$ cat src/rtl/vreg_group_addr_gen_if.sv
// Handshake bundle between the register-group address generator and its scheduler/VRF port.
// The master side is the generator: it takes the load configuration and addr_ready, and drives the address stream.
interface vreg_group_addr_gen_if #(
   parameter int AW      = 9,
   parameter int NUM_SEG = 8,
   parameter int SW      = 4
);
   logic [NUM_SEG*AW-1:0] start_addr;
   logic [SW-1:0]         seg_cnt;
   logic [AW-1:0]         slide_offset;
   logic                  up_down;
   logic [1:0]            sew;
   logic                  load;
   logic                  addr_ready;
   logic [AW-1:0]         addr;
   logic                  addr_valid;
   logic                  last;
   logic                  busy;
   logic                  done;

   modport master (
      input  start_addr, seg_cnt, slide_offset, up_down, sew, load, addr_ready,
      output addr, addr_valid, last, busy, done
   );

   modport slave (
      output start_addr, seg_cnt, slide_offset, up_down, sew, load, addr_ready,
      input  addr, addr_valid, last, busy, done
   );
endinterface

$ cat src/rtl/vreg_group_addr_gen.sv
// Per-lane VRF address walker over a 1..NUM_SEG register group. The first address is valid one cycle after load; addr, last and the counters hold while addr_ready is low.
// Descending traversal exists only when VREG_ADDR_GEN_DOWN_EN is defined; otherwise up_down is ignored and the walk is always ascending.
module vreg_group_addr_gen #(
   parameter int MEM_DEPTH         = 512,
   parameter int VREG_LOC_PER_LANE = 8,
   parameter int NUM_SEG           = 8
) (
   input  logic                clk_i,
   input  logic                rst_i,
   vreg_group_addr_gen_if.master bus
);
   localparam int AW  = $clog2(MEM_DEPTH);
   localparam int SW  = $clog2(NUM_SEG) + 1;
   localparam int SIW = $clog2(NUM_SEG);
   localparam int CW  = $clog2(VREG_LOC_PER_LANE * 4);

   typedef enum logic {IDLE, RUN} state_t;

   state_t         state_q, state_d;
   logic [AW-1:0]  base_q [NUM_SEG];
   logic [SW-1:0]  seg_cnt_q;
   logic [AW-1:0]  off_q;
   logic [1:0]     sew_q;
   logic [CW-1:0]  lim_q;
   logic [CW-1:0]  cnt_q;
   logic [SW-1:0]  seg_q;
   logic           done_q;

   logic           load_ok, xfer, up_in;
   logic [SW-1:0]  seg_cnt_eff, seg_last;
   logic           term_w, fin_w, first_w, last_w;
   logic [CW-1:0]  elem;
   logic [AW-1:0]  addr_w;

   function automatic logic [CW-1:0] lim_of(input logic [1:0] s);
      int v;
      v = VREG_LOC_PER_LANE * (4 >> s) - 1;
      return v[CW-1:0];
   endfunction

   assign load_ok  = bus.load && (bus.sew != 2'b11);
   assign xfer     = (state_q == RUN) && bus.addr_ready;
   assign seg_last = seg_cnt_q - SW'(1);

`ifdef VREG_ADDR_GEN_DOWN_EN
   logic up_q;
   assign up_in   = bus.up_down;
   assign term_w  = up_q ? (cnt_q == lim_q) : (cnt_q == '0);
   assign fin_w   = up_q ? (seg_q == seg_last) : (seg_q == '0);
   assign first_w = up_q ? (seg_q == '0) : (seg_q == seg_last);
`else
   logic unused_up_down;
   assign unused_up_down = bus.up_down;
   assign up_in   = 1'b1;
   assign term_w  = (cnt_q == lim_q);
   assign fin_w   = (seg_q == seg_last);
   assign first_w = (seg_q == '0);
`endif
   assign last_w = term_w && fin_w;

   // 0 means a single register; anything beyond NUM_SEG saturates.
   always_comb begin
      seg_cnt_eff = bus.seg_cnt;
      if (bus.seg_cnt == '0)
         seg_cnt_eff = SW'(1);
      else if (bus.seg_cnt > SW'(NUM_SEG))
         seg_cnt_eff = SW'(NUM_SEG);
   end

   always_ff @(posedge clk_i) begin
      if (rst_i)
         state_q <= IDLE;
      else
         state_q <= state_d;
   end

   always_comb begin
      state_d = state_q;
      case (state_q)
         IDLE:    if (load_ok) state_d = RUN;
         RUN:     if (load_ok) state_d = RUN;
                  else if (xfer && last_w) state_d = IDLE;
         default: state_d = IDLE;
      endcase
   end

   always_ff @(posedge clk_i) begin
      if (rst_i) begin
         for (int k = 0; k < NUM_SEG; k++) base_q[k] <= '0;
         seg_cnt_q <= '0;
         off_q     <= '0;
         sew_q     <= '0;
         lim_q     <= '0;
         cnt_q     <= '0;
         seg_q     <= '0;
         done_q    <= 1'b0;
`ifdef VREG_ADDR_GEN_DOWN_EN
         up_q      <= 1'b0;
`endif
      end else begin
         // A restart suppresses the done pulse of the run it replaces.
         done_q <= xfer && last_w && !load_ok;
         if (load_ok) begin
            for (int k = 0; k < NUM_SEG; k++) base_q[k] <= bus.start_addr[k*AW +: AW];
            seg_cnt_q <= seg_cnt_eff;
            off_q     <= bus.slide_offset;
            sew_q     <= bus.sew;
            lim_q     <= lim_of(bus.sew);
`ifdef VREG_ADDR_GEN_DOWN_EN
            up_q      <= up_in;
            cnt_q     <= up_in ? '0 : lim_of(bus.sew);
            seg_q     <= up_in ? '0 : seg_cnt_eff - SW'(1);
`else
            cnt_q     <= '0;
            seg_q     <= '0;
`endif
         end else if (xfer && !last_w) begin
`ifdef VREG_ADDR_GEN_DOWN_EN
            if (term_w) begin
               seg_q <= up_q ? seg_q + SW'(1) : seg_q - SW'(1);
               cnt_q <= up_q ? '0 : lim_q;
            end else begin
               cnt_q <= up_q ? cnt_q + CW'(1) : cnt_q - CW'(1);
            end
`else
            if (term_w) begin
               seg_q <= seg_q + SW'(1);
               cnt_q <= '0;
            end else begin
               cnt_q <= cnt_q + CW'(1);
            end
`endif
         end
      end
   end

   // Element count is in SEW units; four bytes share one 32-bit VRF word.
   always_comb begin
      case (sew_q)
         2'b00:   elem = cnt_q >> 2;
         2'b01:   elem = cnt_q >> 1;
         default: elem = cnt_q;
      endcase
      addr_w = base_q[seg_q[SIW-1:0]] + AW'(elem);
      if (first_w) begin
`ifdef VREG_ADDR_GEN_DOWN_EN
         addr_w = up_q ? addr_w + off_q : addr_w - off_q;
`else
         addr_w = addr_w + off_q;
`endif
      end
   end

   always_comb begin
      bus.addr_valid = (state_q == RUN);
      bus.busy       = (state_q == RUN);
      bus.last       = (state_q == RUN) && last_w;
      bus.addr       = (state_q == RUN) ? addr_w : '0;
      bus.done       = done_q;
   end
endmodule

$ cat src/flat_wrapper.sv
// flat-port wrapper written by rule: the top's interface ports become plain ports
module vreg_group_addr_gen_flat 
#(
   parameter int MEM_DEPTH         = 512,
   parameter int VREG_LOC_PER_LANE = 8,
   parameter int NUM_SEG           = 8
)
  (clk_i, rst_i, bus_start_addr, bus_seg_cnt, bus_slide_offset, bus_up_down, bus_sew, bus_load, bus_addr_ready, bus_addr, bus_addr_valid, bus_last, bus_busy, bus_done);
  vreg_group_addr_gen_if #(.AW((9)), .NUM_SEG(NUM_SEG), .SW((4))) bus_i ();
  input  logic clk_i;
  input  logic rst_i;
  input wire logic [$bits(bus_i.start_addr)-1:0] bus_start_addr;
  input wire logic [$bits(bus_i.seg_cnt)-1:0] bus_seg_cnt;
  input wire logic [$bits(bus_i.slide_offset)-1:0] bus_slide_offset;
  input wire logic [$bits(bus_i.up_down)-1:0] bus_up_down;
  input wire logic [$bits(bus_i.sew)-1:0] bus_sew;
  input wire logic [$bits(bus_i.load)-1:0] bus_load;
  input wire logic [$bits(bus_i.addr_ready)-1:0] bus_addr_ready;
  output wire logic [$bits(bus_i.addr)-1:0] bus_addr;
  output wire logic [$bits(bus_i.addr_valid)-1:0] bus_addr_valid;
  output wire logic [$bits(bus_i.last)-1:0] bus_last;
  output wire logic [$bits(bus_i.busy)-1:0] bus_busy;
  output wire logic [$bits(bus_i.done)-1:0] bus_done;
  assign bus_i.start_addr = bus_start_addr;
  assign bus_i.seg_cnt = bus_seg_cnt;
  assign bus_i.slide_offset = bus_slide_offset;
  assign bus_i.up_down = bus_up_down;
  assign bus_i.sew = bus_sew;
  assign bus_i.load = bus_load;
  assign bus_i.addr_ready = bus_addr_ready;
  assign bus_addr = bus_i.addr;
  assign bus_addr_valid = bus_i.addr_valid;
  assign bus_last = bus_i.last;
  assign bus_busy = bus_i.busy;
  assign bus_done = bus_i.done;
  vreg_group_addr_gen #(.MEM_DEPTH(MEM_DEPTH), .VREG_LOC_PER_LANE(VREG_LOC_PER_LANE), .NUM_SEG(NUM_SEG)) u_core (.clk_i(clk_i), .rst_i(rst_i), .bus(bus_i));
endmodule
$ cat config.mk
export PLATFORM = sky130hd
export DESIGN_NAME = vreg_group_addr_gen_flat
export DESIGN_NICKNAME = d
export VERILOG_FILES = /design/src/rtl/vreg_group_addr_gen_if.sv /design/src/rtl/vreg_group_addr_gen.sv /design/src/flat_wrapper.sv
export SDC_FILE = /design/constraint.sdc
export NUM_CORES = 1
export LEC_CHECK = 0
export BUFFER_PORTS_ARGS = -buffer_cell sky130_fd_sc_hd__buf_2
export CAP_MARGIN = 20
export CORE_UTILIZATION = 45
export CTS_BUF_LIST = sky130_fd_sc_hd__clkbuf_8
export CTS_CLUSTER_SIZE = 8
export DETAILED_ROUTE_END_ITERATION = 16
export HOLD_SLACK_MARGIN = 0.1
export PLACE_DENSITY = 0.71
export SLEW_MARGIN = 5
export SYNTH_ARGS = -nofsm -noshare
export SYNTH_HDL_FRONTEND = slang
export SYNTH_SLANG_ARGS = --single-unit
$ cat constraint.sdc
create_clock -name clk_i -period 9.33 [get_ports clk_i]
set_input_delay 0.4665 -clock clk_i [delete_from_list [all_inputs] [get_ports clk_i]]
set_output_delay 0.4665 -clock clk_i [all_outputs]
set_load 0.02 [all_outputs]
-- Yosys cells after proc, flatten, opt, wreduce, memory -nomap -nowiden
Memories as Yosys holds them, arrays and structs flattened. A register that Yosys moved wholly into a read port is not among the register bits.
Cells that the tools add are included.
- register bits after elaboration: 31
- RAM bits: 72
- output and inout port bits: 13
- logic and storage cells: 68
- memories: 1
- add/sub/neg operators: 6
- magnitude comparators: 1
- equality and inequality tests: 4
- shift-type cells: 1
- mux-type cells: 24
- bitwise operators: 9
- reduce and logical (&&, ||, !) cells: 14
- memories (name ; words ; width ; read ports ; clocked after Yosys merged registers in ; write ports ; line ; source):
    u_core.base_q ; 8 ; 9 ; 1 ; 1 ; 8 ; vreg_group_addr_gen.sv:20 ; logic [AW-1:0] base_q [NUM_SEG];
- operators with widths (cell ; number):
    two-way mux 9 bit ; 10
    one-hot mux 5 bit (2 select lines) ; 1
    adder 9 x 5 -> 9 bit ; 1
    adder 9 bit ; 1
    logical NOT 4 bit ; 2
    two-way mux 4 bit ; 2
    OR 1 bit ; 8
    logical AND 1 bit ; 7
    two-way mux 1 bit ; 7
    two-way mux 3 bit ; 2
    adder 5 x 1 -> 5 bit (second input constant) ; 1
    equality test 5 bit ; 1
    two-way mux 5 bit ; 1
    subtractor 5 x 2 -> 5 bit (second input constant) ; 1
    adder 4 x 1 -> 4 bit (second input constant) ; 1
    equality test 4 bit ; 1
    greater-than comparator 4 bit (second input constant) ; 1
    subtractor 4 x 1 -> 4 bit (second input constant) ; 1
    >> shifter 3 x 2 -> 2 bit (first input constant) ; 1
    equality test 2 x 1 -> 1 bit (second input constant) ; 1
    logical NOT 1 bit ; 2
    logical NOT 2 bit ; 1
    != test 2 bit (second input constant) ; 1
    one-hot mux 1 bit (2 select lines) ; 1
    3 further kinds ; 3

-- Longest topological paths before layout
Gate-level depths: netlist of run 1.
- depth after elaboration: 8
- depth in mapped cells: 17
- gate-level depth less buffers: 15

-- Worst setup path before layout of run 1
No wires, ideal clock.
- path type: flip-flop to output port
- from: reg with a tool-made name
- to: out bus_addr[8]
- arrival: 4.416 ns
- required time: 8.864 ns
- setup slack: 4.447 ns
- cell stages (with the launch flop): 18
- path buffers: 2
- cells stage by stage: dfxtp_1 buf_2 buf_2 mux4_2 mux2_2 ha_1 fa_1 a21o_1 a311oi_1 nor2_1 xnor2_1 ha_1 or2_2 a21o_1 o31ai_1 mux2i_1 xnor2_1 nor2_1
- RTL lines (item ; line ; source):
    end, declared ; flat_wrapper.sv:19 ; output wire logic [$bits(bus_i.addr)-1:0] bus_addr;

==> results of run 1 <==
-- final cells by class --
type	count	area, um^2	share of cell area
clock buffers	9	124	0.0203
well taps	143	179	0.0293
multi-input cells	291	2320	0.379
inverters	13	48.8	0.00799
flip-flops and latches	104	2800	0.459
repair buffers	108	566	0.0926
clock inverters	7	70.1	0.0115
-- cell usage after synthesis, drive strengths merged --
cell	n
a211oi	3
a21o	5
a21oi	15
a22o	12
a22oi	1
a311oi	1
a31o	1
a31oi	1
and2	58
and3	2
buf	5
clkbuf	18
dfxtp	32
edfxtp	72
fa	2
ha	19
inv	13
mux2	5
mux2i	9
mux4	18
nand2	28
nand2b	5
nand3	7
nand4	1
nor2	23
nor2b	19
nor3	7
nor4	2
o2111a	1
o21ai	15
o31a	1
o31ai	2
or2	2
or3	3
xnor2	16
xor2	6
xor3	1
-- power groups by stage --
stage	clock network, mW	registers, mW	logic, mW
finish	0.279	0.543	0.136
global route	0.305	0.547	0.151
CTS	0.289	0.544	0.138
detailed placement	0	0.554	0.138
global placement	0	0.552	0.132
floorplan	0	0.550	0.0944
-- critical path, delay by kind of cell (launching register included) --
kind	cells	cell delay, ns
compound gates	4	0.85
mux	3	1.09
flops	1	0.46
xor+xnor	2	0.41
fa+ha+maj	3	0.94
buf+inv	2	0.50
simple gates	3	0.46
-- worst paths after layout --
kind	startpoint	end	slack, ns
worst min register to register	u_core.lim_q[3]	u_core.lim_q[3]	0.49
worst max-delay path	flop	bus_addr[8]	3.76
worst min-delay path	bus_slide_offset[2]	u_core.off_q[2]	0.30
worst max register to register	u_core.seg_cnt_q[0]	u_core.cnt_q[3]	7.28
-- per-stage QoR --
| stage | hold slack [ns] | utilization | area (um^2) | worst slack [ns] | cells |
|---|---|---|---|---|---|
| after floorplan | 0.433 | - | 5260 | 4.45 | 431 |
| after global placement | 0.460 | 0.516 | 5890 | 4.17 | 658 |
| after detailed placement | 0.482 | 0.518 | 5910 | 4.15 | 659 |
| after CTS | 0.280 | 0.535 | 6110 | 3.68 | 675 |
| after global routing | 0.270 | 0.535 | 6110 | 3.40 | 675 |
| final | 0.299 | 0.535 | 6110 | 3.76 | 675 |
-- layout by cell type (no fill, tap or decap), types with 2 or more instances in the layout --
master / n
o21ai_0: 3
ha_1: 19
clkinvlp_4: 2
nand2_1: 28
or3_1: 3
buf_2: 103
edfxtp_1: 72
and2_1: 58
inv_1: 13
mux4_2: 18
a21o_1: 4
o31ai_1: 2
a22o_1: 12
mux2i_4: 2
o21ai_1: 12
nor3_1: 7
nor2_1: 22
fa_1: 2
inv_6: 2
dfxtp_1: 32
buf_4: 4
nor2b_1: 19
xor2_1: 6
and3_1: 2
clkbuf_8: 9
mux2i_1: 7
nand2b_1: 5
a21oi_1: 15
a211oi_1: 3
mux2_2: 5
nand3_1: 6
xnor2_1: 16
-- flip-flops by register name, indices dropped and copies added, names as in the netlist, named ones only --
signal	flops
u_core.base_q	72
u_core.bus.addr_valid	1
u_core.bus.done	1
u_core.cnt_q	5
u_core.lim_q	3
u_core.off_q	9
u_core.seg_cnt_q	4
u_core.seg_q	4
u_core.sew_q	2
-- kinds of logic after synthesis --
logic type,synth area share
AO/OA/AOI/OAI,0.0742
XOR/XNOR,0.0411
adder cells (fa/ha/maj),0.0528
buffers and inverters,0.0285
flip-flops,0.533
multiplexers,0.110
AND/OR/NAND/NOR,0.161
-- per-layer routing --
layer	GRT usage	wire length, um
met2	0.304	5040
met4	0.0639	159
met3	0.0459	457
met1	0.235	4690
met5	0	0
==> reports/results.ini, run 1 <==
[floorplanning]
dieArea_um2=12100
die_height_um=110
design.core.area_um2=11400
rows=39
initial_utilization=0.461
io_pins=105
fp.dieW_um=110

[logic_synthesis]
synthDistinctLibCells=46
synth_top_area_frac=0.411
syn_avg_cell_area_um2=12.2
synth_cells=431
synth_area_leaders=edfxtp_1 (41%), dfxtp_1 (12%), mux4_2 (7.7%)
syn-num-nets=544
yosys_warnings=0
ys_seq_area_frac=0.533
syn_area_um2=5260
synth_seq_cells=104
post-synth-top-area-cell=edfxtp_1

[final_layout]
fill_cells=1001
areaGrowthSynthToFinish_pct=16.0
drive_above_1_share=0.289
num_antenna_cells=0
finalNetCount=640

[global_route]
grt-ovfl-total=0
grt_usage=0.184
antenna_found_initial=0
grt_pass1_vias=3385
grt_first_pass_wirelength_um=16500
grt_max_degree=80

[detailed_routing]
wire_per_inst_um=15.3
antenna_left=0
first_iter_violations=134
firstDrtPassIters=6
vias_per_cell=5.15
drc_errors=0
wl_um=10400
via_count=3476

[pwr]
intPower_uw=720
sw_frac_of_total=0.249
seqPwrFrac=0.566
peakVddDrop_mv=0.109
p_total_uw=959
clkPwrFrac=0.291
p_per_area_nw_per_um2=157
net-switching-power_uw=239
p_leak_nw=2.49
comb_power_share=0.142

[critical_path]
worstPathMaxFanout=12
crit_required_ns=8.86
cp-start-kind=flop
path_cells=buf_4 > mux4_2 > mux2_2 > ha_1 > fa_1 > a21o_1 > a311oi_1 > nor2_1 > xnor2_1 > ha_1 > or2_2 > a21o_1 > o31ai_1 > mux2i_1 > xnor2_1 > nor2_1 > buf_2
critical_path_class=reg -> out
cp-end-kind=output port
slowest_delay_ns=0.54
slowest_stage=mux4_2
r2r_cells=8
cp.arrival_ns=5.10

[sta]
worstMarginPinSlew_ns=0.952
hold_violations=0
setup_viol=0
min_period_ns=5.57
finClkSkew_ns=0.00431
final.setup.tns_ns=0
post-route-period-util=0.597
fmax_ghz=0.180
report.final.slew_viol_count=0
timing.slew.headroom=0.365
grt_setup_unrepaired=no

[clock_tree]
cts_buffers=9
cts-hold-fix-buffers=0
cts_buffer_depth=2
clkLatencyLatePin_ns=0.37
htreeDepth=3
clk_root_buffer_cell=clkbuf_8
cts_setup_buffers=0
cts_tree=yes
clk_pin_slew_worst_paths_ns=0.09
cts_resized=0
cts.sinks=104

[job]
drv_cap=0

[placed_design]
io_buffers=103
hpwl_um=7520
gp_congestion=0.788

[hold_path]
hold_class=in -> reg
holdPathStages=2

[outcome]
status=complete, no violations

No activity file was read; power rests on OpenSTA's default activity.
==> run 2, diff against run 1 <==
--- a/config.mk
+++ b/config.mk
@@ -12,7 +12,7 @@
 export CTS_CLUSTER_SIZE = 8
 export DETAILED_ROUTE_END_ITERATION = 16
 export HOLD_SLACK_MARGIN = 0.1
-export PLACE_DENSITY = 0.71
+export PLACE_DENSITY = 0.74
 export SLEW_MARGIN = 5
 export SYNTH_ARGS = -nofsm -noshare
 export SYNTH_HDL_FRONTEND = slang
==> constraint.sdc (replaced) <==
create_clock -name clk_i -period 5 [get_ports clk_i]
set_input_delay 0.25 -clock clk_i [delete_from_list [all_inputs] [get_ports clk_i]]
set_output_delay 0.25 -clock clk_i [all_outputs]
set_load 0.02 [all_outputs]
==> reports/results.ini, run 2 (synthesized netlist as in run 1, its figures left out) <==
[outcome]
status=complete, no violations

[final_layout]
finalNetCount=652  ; +1.9%
top_register=u_core.base_q
fill_cells=998  ; -0.30%
num_antenna_cells=0  ; unchanged
drive_above_1_share=0.294  ; +0.00464
largest_reg_flops=72  ; unchanged
reg_top3=u_core.base_q (72), u_core.off_q (9), u_core.cnt_q (5)
most-common-layout-cells=buf_2 (103), edfxtp_1 (72), and2_1 (58)
layout_commonest_cell=buf_2
areaGrowthSynthToFinish_pct=18.6

[global_route]
grt_first_pass_wirelength_um=17200  ; +4.7%
antenna_found_initial=0  ; unchanged
grt_pass1_vias=3569  ; +5.4%
grt_max_degree=67  ; -16%
grt-ovfl-total=0  ; unchanged
grt_usage=0.189  ; +0.00573

[sta]
worstMarginPinSlew_ns=0.737  ; -0.215 ns
final.setup.tns_ns=0  ; unchanged
post-route-period-util=0.943
grt_setup_unrepaired=no
setup_viol=0  ; unchanged
fmax_ghz=0.212
finClkSkew_ns=0.00673  ; +0.00242 ns
min_period_ns=4.72
hold_violations=0  ; unchanged
timing.slew.headroom=0.509  ; +0.143
report.final.slew_viol_count=0  ; unchanged

[clock_tree]
htreeDepth=3  ; unchanged
clk_root_buffer_cell=clkbuf_8
cts_buffers=9  ; unchanged
cts.sinks=104  ; unchanged
cts_buffer_depth=2  ; unchanged
clk_pin_slew_worst_paths_ns=0.10  ; about the same
clkLatencyLatePin_ns=0.36  ; about the same
cts_tree=yes

[floorplanning]
design.core.area_um2=11400  ; unchanged
rows=39  ; unchanged
fp.dieW_um=110  ; unchanged
io_pins=105  ; unchanged
initial_utilization=0.461  ; unchanged
dieArea_um2=12100  ; unchanged
die_height_um=110  ; unchanged

[detailed_routing]
first_iter_violations=146  ; +9.0%
wire_per_inst_um=15.6  ; +1.5%
firstDrtPassIters=4  ; -2
wl_um=10700  ; +3.3%
vias_per_cell=5.09  ; -1.2%
antenna_left=0  ; unchanged
drc_errors=0  ; unchanged
via_count=3497  ; +0.60%

[pwr]
peakVddDrop_mv=0.145  ; +33%
seqPwrFrac=0.569  ; +0.003
comb_power_share=0.147  ; +0.005
sw_frac_of_total=0.265  ; +0.0158
p_leak_nw=2.55  ; +2.3%
p_total_mw=1.78  ; +86%
net-switching-power_uw=472  ; +98%
clkPwrFrac=0.283  ; -0.008
intPower_mw=1.31  ; +82%
p_per_area_nw_per_um2=286  ; +82%

[critical_path]
crit_required_ns=4.75  ; -4.11 ns
slowest_stage=mux4_2
cp-start-kind=flop
critPathTopFamily=multiplexers
worstPathMaxFanout=4  ; -8
slowest_delay_ns=0.52  ; -0.02 ns
critical_path_class=reg -> out
cp.arrival_ns=4.47  ; -0.63 ns
path_cells=mux4_2 > mux2_2 > ha_1 > fa_1 > a21o_1 > a311oi_2 > nor2_1 > xnor2_1 > ha_1 > or2_2 > a21o_1 > o31ai_1 > mux2i_1 > xnor2_1 > nor2_1 > buf_2
cp-end-kind=output port
critPathBufInv=1  ; -1

[job]
drv_cap=0  ; unchanged

[placed_design]
hpwl_um=7860  ; +4.6%
io_buffers=103  ; unchanged
gp_congestion=0.865  ; +9.8%

[hold_path]
hold_class=in -> reg

-- run 2: through the flow --
step	utilization	hold slack (ns)	std cells	instance area (um^2)	worst slack [ns]
after floorplan	-	0.365	431	5260	0.334
after global placement	0.517	0.456	660	5910	0.393
after detailed placement	0.517	0.459	660	5910	0.304
after CTS	0.542	0.113	685	6190	0.0250
after global routing	0.546	0.124	687	6240	0.0315
final	0.546	0.128	687	6240	0.284
-- run 2: worst paths after layout --
path	start	endpoint	slack, ns	cells after the start
setup / recovery	flop	bus_addr[8]	0.28	16
hold reg to reg	u_core.lim_q[3]	u_core.lim_q[3]	0.47	2
hold / removal	bus_seg_cnt[1]	u_core.seg_cnt_q[1]	0.13	3
setup reg to reg	u_core.seg_cnt_q[0]	u_core.cnt_q[3]	3.03	8
-- run 2: timing repair --
action,4_1_cts,5_1_grt
setup endpoints to repair,2,2
hold endpoints to repair,9,0
gates resized for setup,2,4
hold buffers,9,0
pin swaps,0,1
buffers inserted,0,1
-- run 2: power groups by stage --
stage          Clock, mW  Sequential (mW)  Combinational, mW
2_1_floorplan          0             1.03              0.176
3_3_place_gp           0             1.03              0.246
3_5_place_dp           0             1.04              0.254
4_1_cts            0.514             1.02              0.261
5_1_grt            0.548             1.02              0.291
6_report           0.505             1.01              0.263
-- run 2: cell type report --
type / count / area, um^2 / share of cell area
tap: 143 / 179 / 0.0287
clock inverter: 7 / 60.1 / 0.00963
sequential: 104 / 2810 / 0.450
multi-input combinational: 291 / 2320 / 0.372
inverter: 13 / 48.8 / 0.00782
timing repair buffer: 120 / 698 / 0.112
clock buffer: 9 / 124 / 0.0199
-- run 2: worst register-to-register path, delay by kind of cell (launching register included) --
family          cells  cell delay (ns)
buf+inv             1             0.07
simple gates        3             0.67
xor+xnor            2             0.25
fa+ha+maj           1             0.30
flops               1             0.38
compound gates      1             0.20
-- run 2: routing by layer --
layer | GRT usage | up-vias | routed length [um]
li1 | - | 1754 | -
met1 | 0.246 | 1631 | 4850
met2 | 0.321 | 98 | 5100
met3 | 0.0317 | 14 | 541
met4 | 0.0677 | 0 | 201
met5 | 0 | - | 0
